### src/rtl/crc_serial_pkg.sv
// Shared types, default constants and the single-bit CRC step used by the
// serial CRC accumulator and its LFSR core.
package crc_serial_pkg;

    typedef enum logic [1:0] {IDLE, ACC, DONE} crc_state_t;

    localparam int         CRC_MAXW      = 32;
    localparam int         CRC_DEF_WIDTH = 8;
    localparam logic [7:0] CRC_DEF_POLY  = 8'h07;
    localparam logic [7:0] CRC_DEF_INIT  = 8'h00;

    // One MSB-first LFSR step on a right-aligned register of 'width' bits.
    function automatic logic [CRC_MAXW-1:0] crc_step(
        input logic [CRC_MAXW-1:0] crc,
        input logic                d,
        input logic [CRC_MAXW-1:0] poly,
        input int                  width
    );
        logic [CRC_MAXW-1:0] msb_sh;
        logic [CRC_MAXW-1:0] mask;
        logic                fb;
        msb_sh = crc >> (width - 1);
        fb     = msb_sh[0] ^ d;
        mask   = (width >= CRC_MAXW) ? {CRC_MAXW{1'b1}}
                                     : ((CRC_MAXW'(1) << width) - CRC_MAXW'(1));
        return ((crc << 1) ^ (fb ? poly : '0)) & mask;
    endfunction

endpackage

### src/rtl/crc_serial_lfsr.sv
// CRC register with seed-load and step-enable; nxt exposes the combinational
// next value so a caller can capture the final CRC in the same cycle.
module crc_serial_lfsr
    import crc_serial_pkg::*;
#(
    parameter int               WIDTH = CRC_DEF_WIDTH,
    parameter logic [WIDTH-1:0] POLY  = CRC_DEF_POLY,
    parameter logic [WIDTH-1:0] INIT  = CRC_DEF_INIT
) (
    input  logic             clk,
    input  logic             rst,
    input  logic             en,
    input  logic             load,
    input  logic             d,
    output logic [WIDTH-1:0] crc,
    output logic [WIDTH-1:0] nxt
);

    logic [WIDTH-1:0]    base;
    logic [CRC_MAXW-1:0] stepped;
    logic                unused_hi;

    // load restarts from the seed, so the first bit of a frame steps INIT
    assign base      = load ? INIT : crc;
    assign stepped   = crc_step(CRC_MAXW'(base), d, CRC_MAXW'(POLY), WIDTH);
    assign nxt       = stepped[WIDTH-1:0];
    assign unused_hi = ^(stepped >> WIDTH);

    always_ff @(posedge clk or posedge rst) begin
        if (rst)
            crc <= INIT;
        else if (en)
            crc <= nxt;
    end

endmodule

### src/rtl/crc_serial_acc.sv
// Bit-serial CRC accumulator with frame control and a one-cycle done strobe.
// Optional frame checking (EXP/ERR/ERRCNT) under `CRC_SERIAL_ACC_CHECK_EN.
module crc_serial_acc
    import crc_serial_pkg::*;
#(
    parameter int               WIDTH = CRC_DEF_WIDTH,
    parameter logic [WIDTH-1:0] POLY  = CRC_DEF_POLY,
    parameter logic [WIDTH-1:0] INIT  = CRC_DEF_INIT
) (
    input  logic             CLK,
    input  logic             RST,
    input  logic             D,
    input  logic             DV,
    input  logic             SOF,
    input  logic             EOF,
    output logic [WIDTH-1:0] Q,
    output logic             QV,
    output logic             BUSY
`ifdef CRC_SERIAL_ACC_CHECK_EN
    ,
    input  logic [WIDTH-1:0] EXP,
    output logic             ERR,
    output logic [7:0]       ERRCNT
`endif
);

    crc_state_t       state;
    crc_state_t       state_nxt;
    logic             start;
    logic             adv;
    logic             fin;
    logic [WIDTH-1:0] crc_nxt;
    logic [WIDTH-1:0] crc_reg_unused;

    crc_serial_lfsr #(
        .WIDTH (WIDTH),
        .POLY  (POLY),
        .INIT  (INIT)
    ) u_lfsr (
        .clk  (CLK),
        .rst  (RST),
        .en   (start | adv),
        .load (start),
        .d    (D),
        .crc  (crc_reg_unused),
        .nxt  (crc_nxt)
    );

    // SOF is honoured in every state; it restarts any frame in progress
    always_comb begin
        start     = DV & SOF;
        adv       = DV & ~SOF & (state == ACC);
        fin       = DV & EOF & (SOF | (state == ACC));
        state_nxt = state;
        case (state)
            IDLE:    if (start) state_nxt = ACC;
            ACC:     state_nxt = ACC;
            DONE:    state_nxt = start ? ACC : IDLE;
            default: state_nxt = IDLE;
        endcase
        if (fin)
            state_nxt = DONE;
    end

    always_ff @(posedge CLK or posedge RST) begin
        if (RST) begin
            state <= IDLE;
            Q     <= '0;
            QV    <= 1'b0;
            BUSY  <= 1'b0;
        end else begin
            state <= state_nxt;
            QV    <= fin;
            BUSY  <= (state_nxt == ACC);
            if (fin)
                Q <= crc_nxt;
        end
    end

`ifdef CRC_SERIAL_ACC_CHECK_EN
    logic mismatch;
    assign mismatch = (crc_nxt != EXP);

    always_ff @(posedge CLK or posedge RST) begin
        if (RST) begin
            ERR    <= 1'b0;
            ERRCNT <= '0;
        end else if (fin) begin
            ERR <= mismatch;
            if (mismatch && (ERRCNT != 8'hFF))
                ERRCNT <= ERRCNT + 8'd1;
        end
    end
`endif

endmodule

### config.mk
export PLATFORM = sky130hd
export DESIGN_NAME = crc_serial_acc
export DESIGN_NICKNAME = d
export VERILOG_FILES = /design/src/rtl/crc_serial_pkg.sv /design/src/rtl/crc_serial_lfsr.sv /design/src/rtl/crc_serial_acc.sv
export SDC_FILE = /design/constraint.sdc
export NUM_CORES = 1
export LEC_CHECK = 0
export ABC_AREA = 1
export CAP_MARGIN = 10
export CORE_MARGIN = 2
export CORE_UTILIZATION = 44
export DETAILED_ROUTE_END_ITERATION = 16
export GPL_TIMING_DRIVEN = 0
export PLACE_DENSITY_LB_ADDON = 0.2
export RECOVER_POWER = 100
export SYNTH_ARGS = -nofsm -noshare
export SYNTH_HDL_FRONTEND = slang
export SYNTH_SLANG_ARGS = --single-unit
### constraint.sdc
create_clock -name CLK -period 1.1 [get_ports CLK]
set_input_delay 0.165 -clock CLK [delete_from_list [all_inputs] [get_ports CLK]]
set_output_delay 0.165 -clock CLK [all_outputs]
set_load 0.05 [all_outputs]
==> results.py <==
metrics = {
    "outcome": {
        "outcome": "finished, violations left",
        "violations": "setup timing",
    },
    "floorplanning": {
        "rows": 16,
        "die_w_um": 48.4,
        "coreArea_sq_um": 1900,
        "dieArea_sq_um": 2340,
        "ios": 16,
        "initial_core_util_pct": 45.6,
        "die_h_um": 48.4,
    },
    "power": {
        "leakagePower_uw": 0.000608,
        "irDropWorstVdd_mv": 1.24,
        "p_per_area_nw_per_um2": 2040,
    },
    "routing": {
        "wirelength_um": 1690,
        "vias_per_cell": 4.65,
        "drtIter0Drc": 28,
        "ant_nets": 0,
        "vias": 688,
        "routedWlPerCell_um": 11.4,
        "firstDrtPassIters": 5,
        "drc": 0,
    },
    "critical_path": {
        "rr_endpoint": "Q[6]",
        "reg2reg_from": "state[1]",
        "worstPathArrival_ns": 1.37,
        "endpoint_kind": "flip-flop",
        "required_ns": 1.30,
        "crit_path_max_fanout": 4,
        "ff2ff_path_depth": 7,
        "setup.worst_path.start_class": "flip-flop",
        "ff2ff_setup_slack_ns": -0.07,
        "critPathKind": "flip-flop to flip-flop",
    },
    "clock_tree": {
        "cts_made_buffers": 3,
        "htreeDepth": 1,
        "cts_tree": "built",
        "clk_pin_slew_worst_paths_ns": 0.12,
        "clock-root-buffer": "clkbuf_4",
        "clockBufferDepth": 2,
        "cts_num_sinks": 20,
        "clock_latency_ns": 0.30,
    },
    "grt": {
        "gr-total-overflow": 0,
        "grt_pass1_wl_um": 2800,
        "antenna_found_initial": 0,
        "grt_pass1_vias": 643,
        "grtUsageTotal_pct": 15.3,
        "grt_max_degree": 21,
    },
    "sta": {
        "fin_tns_setup_ns": -0.613,
        "tightest_slew_ns": 0.756,
        "skew_ns": 0.00748,
        "maxSlewHeadroom_pct": 49.5,
        "post-route-period-util_pct": 107,
        "hold_viol": 0,
        "slew_viol_final": 0,
        "rsz0062_at_grt": "true",
        "finalSetupViolCount": 10,
        "timing.fmax_mhz": 852,
        "fin_crit_ns": 1.17,
        "setup_slack_ns": -0.0736,
    },
    "synth": {
        "ys_seq_area_share_pct": 57.7,
        "yosys.cell_types.count": 15,
        "synth_common_cells": "nand2_1 (33), dfrtp_1 (20), inv_1 (10), nand3_1 (10), o21ai_2 (6)",
        "synth.most_common_cell": "nand2_1",
        "avgSynthCellArea_sq_um": 9.13,
        "synthTopCellsByArea": "dfrtp_1 (58%), nand2_1 (14%), o21ai_2 (6.1%)",
        "synth_nets": 101,
        "ys_ff_latch": 20,
        "synth_edf_count": 0,
        "synth_top_area_share_pct": 57.7,
        "synth.yosys.warnings": 0,
        "yosysTopAreaCell": "dfrtp_1",
        "synthArstFlopShare_pct": 100,
        "synth.cell_area_sq_um": 867,
        "synthFlopType": "dfrtp_1",
        "syn_inst": 95,
    },
    "placement": {
        "dp_slack_ns": -0.380,
        "gp_congestion": 0.755,
        "place_inst": 137,
        "dp_hpwl_um": 1130,
        "portBuffers": 15,
    },
    "cells_and_area": {
        "syn2layout_area_growth_pct": 37.5,
        "fin_util_pct": 62.7,
        "drive_gt1_share_pct": 37.2,
        "fin_cells": 148,
        "layout.nets": 128,
        "insertedDiodeCount": 0,
    },
    "worst_hold_path": {
        "worst_hold_path_type": "input pin to asynchronous set/reset pin",
    },
    "run": {
        "cap_violations": 0,
    },
}
## sequential cells by signal, summed over array words and instances, names as in the netlist
signal      count
state           2
u_lfsr.crc      8
QV              1
Q               8
BUSY            1
## worst max path at each step
stage             start  endpoint  slack (ns)
6_report       state[1]      Q[6]       -0.07
5_1_grt        state[1]      Q[5]       -0.13
4_1_cts        state[1]      Q[0]       -0.09
3_5_place_dp         DV  state[0]       -0.38
3_3_place_gp         DV      BUSY       -0.37
2_1_floorplan  state[1]      Q[7]        0.02
## timing repair
item,CTS,global route
hold buffers,0,0
buffers inserted,3,3
cloned,1,0
gates resized for setup,67,21
pin swaps,3,6
endpoints found under the setup margin,27,22
## metal layers
metal  track usage, %  vias up  wire length, um
li1                 -      350                -
met5                0        -                0
met1             20.9      307              743
met2             24.8       27              824
met3             4.01        4              106
met4             3.33        0               13
## metrics by stage
step | power [uW] | hold WS, ns | cell area [sq um]
3_5_place_dp | 1920 | 0.469 | 1050
3_3_place_gp | 1900 | 0.464 | 1050
5_1_grt | 2570 | 0.359 | 1190
6_report | 2440 | 0.284 | 1190
2_1_floorplan | 1650 | 0.129 | 867
4_1_cts | 2340 | 0.317 | 1120
## kinds of logic after synthesis
family / Yosys count / synth area share (%)
flops: 20 / 57.7
buf+inv: 13 / 6.64
simple gates: 47 / 23.1
compound gates: 15 / 12.6
## report_power, final
part / internal (uW) / leakage (uW) / switching, uW / total [uW]
combinational: 353 / 0.000327 / 641 / 993
clock: 202 / 0.0000210 / 228 / 429
sequential: 908 / 0.000260 / 107 / 1020
## area by class of cell
class                      count  area [sq um]
clock buffer                   4          36.3
timing repair buffer          22           199
buffer                         2          26.3
sequential                    20           500
multi-input combinational     62           349
fill                         173           709
inverter                      11          47.5
tap                           27          33.8
## critical path: stages, from the launching register on
cell     delay (ns)
dfrtp_1        0.39
inv_2          0.09
nand2_4        0.06
a21oi_4        0.19
inv_4          0.08
buf_4          0.15
nand2_2        0.05
o21ai_2        0.05
## cells in the final DEF, fill, tap and decap left out, drive strengths merged
master / n
a21oi: 3
buf: 19
clkbuf: 4
clkdlybuf4s50: 4
clkinvlp: 1
dfrtp: 20
dlygate4sd2: 1
inv: 10
nand2: 35
nand3: 11
nor2: 1
o21ai: 12
(Power assumes the default switching activity.)
